==> src/rtl/mod_word_accum_pkg.sv <==
`default_nettype none
// ============================================================================
//  Module   : mod_word_accum_pkg
//  Brief    : Shared widths, defaults and FSM encodings for the word accumulator.
//  Revision : 1.0 - initial release
// ============================================================================

// Operand width shared with the upstream AND stage so both stages agree.
`ifndef AND_STAGE_BITS
`define AND_STAGE_BITS 32
`endif

package mod_word_accum_pkg;

    localparam int c_default_bits      = `AND_STAGE_BITS;
    localparam int c_default_block_len = 4;
    localparam int c_default_cnt_bits  = 2;

    localparam logic [0:0] c_st_idle  = 1'b0;
    localparam logic [0:0] c_st_accum = 1'b1;

endpackage

`default_nettype wire

==> src/rtl/mod_sum_outreg.sv <==
`default_nettype none
// ============================================================================
//  Module   : mod_sum_outreg
//  Brief    : Valid/ready output register for block sums with sticky overrun.
//  Revision : 1.0 - initial release
// ============================================================================

module mod_sum_outreg #(
    parameter int SUM_BITS = 34
) (
    input  logic                clock,
    input  logic                reset,
    input  logic                load,
    input  logic [SUM_BITS-1:0] load_value,
    input  logic                sum_ready,
    input  logic                clear,
    output logic [SUM_BITS-1:0] sum_out,
    output logic                sum_valid,
    output logic                overrun
);

    always_ff @(posedge clock or posedge reset) begin
        if (reset) begin
            sum_out   <= '0;
            sum_valid <= 1'b0;
            overrun   <= 1'b0;
        end else begin
            // A new sum always wins; a simultaneous transfer simply keeps valid high.
            if (load) begin
                sum_out   <= load_value;
                sum_valid <= 1'b1;
            end else if (sum_valid && sum_ready) begin
                sum_valid <= 1'b0;
            end

            if (clear) begin
                overrun <= 1'b0;
            end else if (load && sum_valid && !sum_ready) begin
                overrun <= 1'b1;
            end
        end
    end

endmodule

`default_nettype wire

==> src/rtl/mod_word_accum.sv <==
`default_nettype none
// ============================================================================
//  Module   : mod_word_accum
//  Brief    : Sums blocks of BLOCK_LEN valid words and presents each block sum.
//  Revision : 1.0 - initial release
// ============================================================================

module mod_word_accum
    import mod_word_accum_pkg::*;
#(
    parameter int BITS      = c_default_bits,
    parameter int BLOCK_LEN = c_default_block_len,
    parameter int CNT_BITS  = c_default_cnt_bits,
    parameter int SUM_BITS  = BITS + CNT_BITS
) (
    input  logic                clock,
    input  logic                reset,
    input  logic [BITS-1:0]     data_in,
    input  logic                valid_in,
    input  logic                clear,
    output logic [SUM_BITS-1:0] sum_out,
    output logic                sum_valid,
    input  logic                sum_ready,
    output logic                overrun,
    output logic [7:0]          block_cnt
);

    localparam logic [CNT_BITS-1:0] c_last_cnt = CNT_BITS'(BLOCK_LEN - 1);

    logic [0:0]          r_state;
    logic [0:0]          w_state_nxt;
    logic [SUM_BITS-1:0] r_acc;
    logic [SUM_BITS-1:0] w_acc_nxt;
    logic [CNT_BITS-1:0] r_cnt;
    logic [CNT_BITS-1:0] w_cnt_nxt;
    logic [SUM_BITS-1:0] w_data_ext;
    logic [SUM_BITS-1:0] w_sum;
    logic                w_last;
    logic                w_load;

    assign w_data_ext = SUM_BITS'(data_in);
    assign w_sum      = r_acc + w_data_ext;
    // cnt is 0 in IDLE, so a one-word block completes straight from IDLE.
    assign w_last     = (r_cnt == c_last_cnt);

    always_comb begin
        w_state_nxt = r_state;
        w_acc_nxt   = r_acc;
        w_cnt_nxt   = r_cnt;
        w_load      = 1'b0;
        if (clear) begin
            w_state_nxt = c_st_idle;
            w_acc_nxt   = '0;
            w_cnt_nxt   = '0;
        end else if (valid_in) begin
            if (w_last) begin
                w_load      = 1'b1;
                w_state_nxt = c_st_idle;
                w_acc_nxt   = '0;
                w_cnt_nxt   = '0;
            end else if (r_state == c_st_idle) begin
                w_state_nxt = c_st_accum;
                w_acc_nxt   = w_data_ext;
                w_cnt_nxt   = CNT_BITS'(1);
            end else begin
                w_acc_nxt   = w_sum;
                w_cnt_nxt   = r_cnt + CNT_BITS'(1);
            end
        end
    end

    always_ff @(posedge clock or posedge reset) begin
        if (reset) begin
            r_state   <= c_st_idle;
            r_acc     <= '0;
            r_cnt     <= '0;
            block_cnt <= 8'd0;
        end else begin
            r_state <= w_state_nxt;
            r_acc   <= w_acc_nxt;
            r_cnt   <= w_cnt_nxt;
            if (w_load) begin
                block_cnt <= block_cnt + 8'd1;
            end
        end
    end

    mod_sum_outreg #(
        .SUM_BITS (SUM_BITS)
    ) u_outreg (
        .clock      (clock),
        .reset      (reset),
        .load       (w_load),
        .load_value (w_sum),
        .sum_ready  (sum_ready),
        .clear      (clear),
        .sum_out    (sum_out),
        .sum_valid  (sum_valid),
        .overrun    (overrun)
    );

endmodule

`default_nettype wire

==> config.mk <==
export PLATFORM = sky130hd
export DESIGN_NAME = mod_word_accum
export DESIGN_NICKNAME = d
export VERILOG_FILES = /design/src/rtl/mod_word_accum_pkg.sv /design/src/rtl/mod_sum_outreg.sv /design/src/rtl/mod_word_accum.sv
export SDC_FILE = /design/constraint.sdc
export NUM_CORES = 1
export LEC_CHECK = 0
export CAP_MARGIN = 20
export CELL_PAD_IN_SITES_DETAIL_PLACEMENT = 0
export CELL_PAD_IN_SITES_GLOBAL_PLACEMENT = 1
export CORE_UTILIZATION = 44
export DETAILED_ROUTE_END_ITERATION = 10
export PLACE_DENSITY_LB_ADDON = 0.25
export SLEW_MARGIN = 20
export SYNTH_ARGS = -nofsm -noshare
export SYNTH_HDL_FRONTEND = slang
export SYNTH_SLANG_ARGS = --single-unit
export TNS_END_PERCENT = 50
==> constraint.sdc <==
create_clock -name clock -period 4.45 [get_ports clock]
set_input_delay 0.89 -clock clock [delete_from_list [all_inputs] [get_ports clock]]
set_output_delay 0.89 -clock clock [all_outputs]
set_load 0.02 [all_outputs]
==> impl_results.md, run 1 <==
- Run status: completed
- Max-Slew Margin vs Limit: a little under two fifths
- Final Max Tran Viols: 0
- Maximum level of the CTS H-tree: 3
- DR vias: between 4000 and 5000
- Share of post-route cells with drive strength above 1: around 6.8%
- Fill cell instance count of the final layout: 1041
- Post-Route Utilization: between 50% and 60%
- Post-layout min period: ~3.8 ns
- Worst-case register-to-register setup slack: approximately 1.3 ns
- Number of nets in the layout: 704
- Startpoint of the worst register-to-register path: r_acc[0]
- Worst-path clk slew: 0.06 ns
- Worst-case hold slack: about 0.47 ns
- Total gr overflow: 0
- Via count of the first global-routing pass: roughly 4400
- Setup violation total in the final timing report: 0
- Worst Path Max Fanout: 3
- Die width: around 110 microns
- RD Place Congestion: around 0.87
- Chip height: 109 microns
- Startpoint types: input port
- Wire length of the first global-routing pass: 22.2 mm
- TritonCTS buffer count: 9
- Power, Total: around 0.0021 W
- Via density per instance: around 5.8
- Required time reported for the critical path endpoint: between 4 and 5 ns
- Depth of the worst register-to-register path: 11
- Routed Wire Length: around 13 mm
- Endpoint class of the critical path: flop
- Starting density of the core: between 40% and 50%
- Number of cells on the worst hold path: 1
- Internal power of the cells: approximately 0.0014 W
- Hold-critical path endpoint: block_cnt[7]
- Register area share after synthesis: 40.0%
- Std-Cell Rows: 38
- Maximum clock skew at final layout: between 0.008 and 0.009 ns
- Synthesis-to-layout area growth: 23.3%
- Number of optimization iterations in the first detailed-route pass: 5
- Netlist cell types: 64
- Peak clock frequency supported by timing: between 0.2 and 0.3 GHz
- Cell Pwr Density: between 300 and 400 mW/mm^2
- Most frequent cells in the layout: 95 x sky130_fd_sc_hd__nand2_1, 81 x sky130_fd_sc_hd__dfrtp_1, 80 x sky130_fd_sc_hd__clkdlybuf4s50_1
- Area of the mapped netlist: ~0.005 sq mm
- Flop and latch count out of synthesis: 81
- Switching part of the total: between 30 and 40%
- Count of mapped cells out of synthesis: 564
- DRC Markers: 0
- Yosys synthesis warning count: 0
- Sum Neg Setup Slack: 0 ns
- DRT antenna net count: 0
- Storage element area: slightly above 0.002 sq mm
- Post-CTS Resized: 0
- Quantity of hold-fixing buffers added after cts: 0
- Leading cell type in the layout, fill and taps excluded: sky130_fd_sc_hd__nand2_1
- Clk sinks: 81
- Placed wire-length estimate after detailed placement: ~9.7 mm
- Slew @ Worst Pin: around 0.95 ns
- Global Route Usage Sum: between 20% and 30%
- Critical Path AT: about 4 ns
- CTS tree: yes
- Async S/R FF share, synth: 100%
- Startpoint of the lowest-slack hold path: block_cnt[7]
- Leak: ~2.8 nW
- Initial DRC count: between 200 and 300
- Type of the most critical hold path: flop to flop
- Number of flops mapped to enable cells by yosys: 0
- Net switching power: approximately 0.0007 W
- Num ports: between 80 and 90
- Number of buffers inserted by post-CTS setup repair: 0
- Max-capacitance violation count: 0
- Die footprint: between 0.01 and 0.015 sq mm
- Clock insertion delay at the later pin of the skew report: ~0.35 ns
- Share of power burned in registers: around 39%
- Number of antenna violations at the first check in global routing: 0
- Std-Cell Core Area: around 0.011 sq mm
- Most used flip-flop cell after synthesis: sky130_fd_sc_hd__dfrtp_1
- Endpoint of the worst register-to-register path: r_acc[30]
- Mapped Avg Cell Area: 8.98 sq um
- Count of final hold-check violations: 0
- Portion of total power attributed to combinational logic: a little over a quarter
- Setup Crit Path Kind: input port to flop
- Buffer levels on the longest clock path: 2
- Syn nets: 636
- Port buffer count: 80
- Maximum vdd ir drop: about 210 uV
- Largest net degree at the start of global routing: 37
- Area used by multi-input combinational logic: 0.00287 sq mm
- Antenna Diode Count: 0
- Post-route clock period utilization: roughly 85%
- Average routed wire per standard cell: 17.2 microns
- Unrepaired setup endpoints after global routing: no
- Root Buffer: sky130_fd_sc_hd__clkbuf_16
- Part of the power in the clock network: about a third
## cell families after synthesis
family,Yosys count,share of synthesized area (%)
AO/OA/AOI/OAI,197,25.6
AND/OR/NAND/NOR,169,15.1
buffers and inverters,43,3.66
adder cells (fa/ha/maj),35,8.79
multiplexers,3,0.593
flip-flops,81,40.0
XOR/XNOR,36,6.23
## power groups by stage
stage	clock, W	sequential [W]	combinational (W)
finish	0.000700	0.000828	0.000576
floorplan	0	0.000865	0.000352
global route	0.000748	0.000834	0.000635
detailed placement	0	0.000840	0.000573
global placement	0	0.000837	0.000568
CTS	0.000714	0.000827	0.000577
## registers in the layout, indices dropped and copies added, names as in the netlist
signal	cells
block_cnt	8
r_acc	34
r_cnt	2
r_state	1
u_outreg.overrun	1
u_outreg.sum_out	34
u_outreg.sum_valid	1
## per-layer routing
metal	share of wire (%)	track usage (%)	vias up
li1	-	-	2195
met1	50	34.3	2160
met2	45	37.7	106
met3	3.9	3.44	12
met4	1.4	8.48	0
met5	0	0	-
## synthesized netlist by cell type, types with 8 or more instances
cell type | count | area share [%]
sky130_fd_sc_hd__a21oi_1 | 30 | 3.0
sky130_fd_sc_hd__a22o_1 | 17 | 2.9
sky130_fd_sc_hd__a32oi_1 | 11 | 1.9
sky130_fd_sc_hd__clkbuf_1 | 23 | 1.7
sky130_fd_sc_hd__dfrtp_1 | 81 | 40
sky130_fd_sc_hd__ha_1 | 34 | 8.4
sky130_fd_sc_hd__inv_1 | 12 | 0.89
sky130_fd_sc_hd__nand2_1 | 95 | 7.0
sky130_fd_sc_hd__nand3_1 | 8 | 0.79
sky130_fd_sc_hd__nand4_1 | 10 | 1.2
sky130_fd_sc_hd__nor2_1 | 21 | 1.6
sky130_fd_sc_hd__nor3_1 | 9 | 0.89
sky130_fd_sc_hd__o21ai_0 | 76 | 7.5
sky130_fd_sc_hd__xnor2_1 | 22 | 3.8
sky130_fd_sc_hd__xor2_1 | 14 | 2.4
## critical path, stage by stage
cell and delay, ns:
sky130_fd_sc_hd__clkdlybuf4s50_1 0.45, sky130_fd_sc_hd__ha_1 0.27, sky130_fd_sc_hd__fa_1 0.45, sky130_fd_sc_hd__a211oi_2 0.30, sky130_fd_sc_hd__o21ai_2 0.13, sky130_fd_sc_hd__a2111oi_0 0.44
sky130_fd_sc_hd__buf_4 0.19, sky130_fd_sc_hd__o21ai_1 0.17, sky130_fd_sc_hd__a41oi_2 0.25, sky130_fd_sc_hd__xor2_1 0.21, sky130_fd_sc_hd__o21ai_1 0.08, sky130_fd_sc_hd__a22o_1 0.18
## metrics by stage
stage               std cells  setup slack, ns  instance area, sq um
floorplan                 564             1.09                  5060
global placement          761            0.417                  5970
detailed placement        761            0.358                  5970
CTS                       776            0.687                  6240
global route              776            0.479                  6240
finish                    776            0.671                  6240
## worst max path at each step
stage	from	end	slack, ns	cells after the start
after global placement	data_in[0]	r_acc[30]	0.42	12
after CTS	data_in[0]	r_acc[30]	0.69	12
after floorplan	data_in[0]	r_acc[30]	1.09	10
after detailed placement	data_in[0]	r_acc[30]	0.36	12
final	data_in[0]	r_acc[30]	0.67	12
after global routing	data_in[0]	r_acc[30]	0.48	12
## layout make-up
class	count	area share [%]
Clock buffer	10	3.83
Sequential cell	81	32.5
Clock inverter	5	0.501
Timing Repair Buffer	88	13.8
Tap cell	140	2.81
Multi-Input combinational cell	440	45.9
Inverter	12	0.741
(Power assumes the default switching activity.)
==> inputs of run 2 (changes only) <==
CORE_UTILIZATION = 41   (was 44)
clock period = 3.7 ns   (was 4.45 ns; I/O delays follow)
==> run 2 against run 1 <==
Critical path depth unchanged. Clock skew increased by 0.0022 ns. Final cell count increased by 2.6%. Sequential share of layout area decreased by 0.86 points. Design area increased by 2.7%. Hold slack improved by 0.0014 ns. Utilization decreased by 3.2 points. Clock-buffer cell count decreased by 1. Global-route usage decreased by 1.4 points. Setup slack got worse by 0.42 ns. Wire length increased by 1.2%. Combinational power increased by 23%. Critical endpoint unchanged. Largest cell class unchanged.
==> impl_results.md, run 2 (synthesized netlist as in run 1, its figures left out) <==
- Run status: completed (unchanged)
- Critical Path AT: 3.69 ns (was 4.02 ns)
- TritonCTS buffer count: 9 (unchanged)
- DRT antenna net count: 0 (unchanged)
- Routed Wire Length: 13.5 mm (was 13.4 mm)
- Cell Pwr Density: 422 mW/mm^2 (was 337 mW/mm^2)
- Worst Path Max Fanout: 3 (unchanged)
- Die footprint: 0.0128 sq mm (was 0.0119 sq mm)
- Max-Slew Margin vs Limit: 40.9% (was 36.7%)
- Port buffer count: 80 (unchanged)
- Startpoint types: input port (unchanged)
- Num ports: 81 (unchanged)
- Most frequent cells in the layout: 95 x sky130_fd_sc_hd__nand2_1, 81 x sky130_fd_sc_hd__dfrtp_1, 80 x sky130_fd_sc_hd__clkdlybuf4s50_1 (unchanged)
- Chip height: 113 microns (was 109 microns)
- Share of post-route cells with drive strength above 1: 8.78% (was 6.76%)
- Type of the most critical hold path: flop to flop (unchanged)
- Total non-filler cell area in the finished layout: 0.00641 sq mm (was 0.00624 sq mm)
- Quantity of hold-fixing buffers added after cts: 0 (unchanged)
- Starting density of the core: 42.2% (was 45.9%)
- Required time reported for the critical path endpoint: 3.94 ns (was 4.69 ns)
- Worst setup slack after layout: 0.252 ns (was 0.671 ns)
- Maximum level of the CTS H-tree: 3 (unchanged)
- Final Max Tran Viols: 0 (unchanged)
- Max Used Layer: met4 (unchanged)
- Wire length of the first global-routing pass: 22.9 mm (was 22.2 mm)
- DR vias: 4490 (was 4473)
- Synthesis-to-layout area growth: 26.7% (was 23.3%)
- Number of buffers inserted by post-CTS setup repair: 0 (unchanged)
- Total gr overflow: 0 (unchanged)
- Routed length on met3: 533 microns (was 521 microns)
- Via count of the first global-routing pass: 4445 (was 4404)
- Antenna Diode Count: 0 (unchanged)
- Post-route clock period utilization: between 90% and 100%
- Worst-path clk slew: 0.07 ns (was 0.06 ns)
- DRC Markers: 0 (unchanged)
- Clk sinks: 81 (unchanged)
- RD Place Congestion: 0.844 (was 0.867)
- Maximum clock skew at final layout: 0.0103 ns (was 0.00809 ns)
- Fill cell instance count of the final layout: 1108 (was 1041)
- Maximum vdd ir drop: 384 uV (was 212 uV)
- Max-capacitance violation count: 0 (unchanged)
- Die width: 113 microns (was 109 microns)
- Setup violation total in the final timing report: 0 (unchanged)
- Leak: 2.86 nW (was 2.77 nW)
- Post-route met1 wirelength: 6.61 mm (was 6.69 mm)
- Std-Cell Core Area: 0.0120 sq mm (was 0.0110 sq mm)
- Number of optimization iterations in the first detailed-route pass: 4 (was 5)
- Slew @ Worst Pin: 0.885 ns (was 0.947 ns)
- Average routed wire per standard cell: 17.0 microns (was 17.2 microns)
- Global Route Usage Sum: 22.8% (was 24.2%)
- Initial DRC count: 262 (was 264)
- Number of nets in the layout: 716 (was 704)
- Top flop regs: r_acc: 34 flops, u_outreg.sum_out: 34 flops, block_cnt: 8 flops (unchanged)
- Peak clock frequency supported by timing: about 0.29 GHz
- Metal2 WL: 6.18 mm (was 5.96 mm)
- Unrepaired setup endpoints after global routing: no (unchanged)
- Worst-case setup slack after placement: -0.137 ns (was 0.358 ns)
- Largest net degree at the start of global routing: 56 (was 37)
- Post-layout min period: 3.45 ns
- Clock insertion delay at the later pin of the skew report: 0.36 ns (was 0.35 ns)
- Endpoint class of the critical path: flop (unchanged)
- Placed wire-length estimate after detailed placement: 9.73 mm (was 9.70 mm)
- Std-Cell Rows: 40 (was 38)
- Buffer levels on the longest clock path: 2 (unchanged)
- Leading cell type in the layout, fill and taps excluded: sky130_fd_sc_hd__nand2_1 (unchanged)
- Count of final hold-check violations: 0 (unchanged)
- Number of antenna violations at the first check in global routing: 0 (unchanged)
- CTS tree: yes (unchanged)
- Via density per instance: 5.64 (was 5.76)
- Setup Crit Path Kind: input port to flop (unchanged)
- Post-CTS Resized: 0 (unchanged)
- Root Buffer: sky130_fd_sc_hd__clkbuf_16 (unchanged)
- Instance area at placement: 0.00608 sq mm (was 0.00597 sq mm)
[run 2: routing by layer]
layer / up-vias / GRT usage (%)
li1: 2216 / -
met1: 2173 / 31.3
met2: 88 / 36.0
met3: 13 / 4.07
met4: 0 / 8.07
met5: - / 0
[run 2: metrics by stage]
stage / util [%] / power [W] / hold slack (ns) / setup TNS [ns] / std cells
2_1_floorplan: - / 0.00146 / 0.454 / 0 / 564
3_3_place_gp: 50.6 / 0.00171 / 0.455 / -0.413 / 780
4_1_cts: 53.4 / 0.00273 / 0.474 / 0 / 796
5_1_grt: 53.4 / 0.00285 / 0.493 / 0 / 796
6_report: 53.4 / 0.00271 / 0.469 / 0 / 796
3_5_place_dp: 50.6 / 0.00172 / 0.463 / -0.791 / 780
[run 2: cell type report]
type                       count  area (sq um)  share of cell area, %
timing repair buffer         100           963                   15.0
tap                          147           184                   2.87
clock inverter                 7           103                   1.60
clock buffer                   9           225                   3.51
sequential                    81          2030                   31.6
multi-input combinational    440          2870                   44.7
inverter                      12          46.3                  0.722
[run 2: power by group]
group	switching, W	internal, W
combinational	0.000404	0.000307
clock	0.000403	0.000598
sequential	0.0000443	0.000951
[run 2: worst paths after layout]
| path | start | end | slack (ns) | depth (start not counted) |
|---|---|---|---|---|
| max | data_in[0] | r_acc[30] | 0.25 | 12 |
| min | block_cnt[7] | block_cnt[7] | 0.47 | 1 |
| max reg2reg | r_acc[0] | r_acc[30] | 0.73 | 11 |
| min reg2reg | block_cnt[7] | block_cnt[7] | 0.47 | 1 |
| max in group asynchronous | reset | u_outreg.sum_out[20] | 2.31 | 3 |
| min in group asynchronous | reset | block_cnt[5] | 0.71 | 2 |
[run 2: worst max-delay path, stage by stage]
cell and delay (ns):
sky130_fd_sc_hd__clkdlybuf4s50_1 0.44, sky130_fd_sc_hd__ha_1 0.25, sky130_fd_sc_hd__fa_1 0.40, sky130_fd_sc_hd__a211oi_2 0.30, sky130_fd_sc_hd__o21ai_2 0.13, sky130_fd_sc_hd__a2111oi_2 0.36
sky130_fd_sc_hd__buf_4 0.17, sky130_fd_sc_hd__o21ai_1 0.15, sky130_fd_sc_hd__a41oi_2 0.26, sky130_fd_sc_hd__xor2_1 0.20, sky130_fd_sc_hd__o21ai_1 0.08, sky130_fd_sc_hd__a22o_1 0.21
==> inputs of run 3 (changes only) <==
SKIP_LAST_GASP = 1   (was not set)
==> results of run 3 <==
No change in the layout: final DEF, timing and power equal those of run 2.
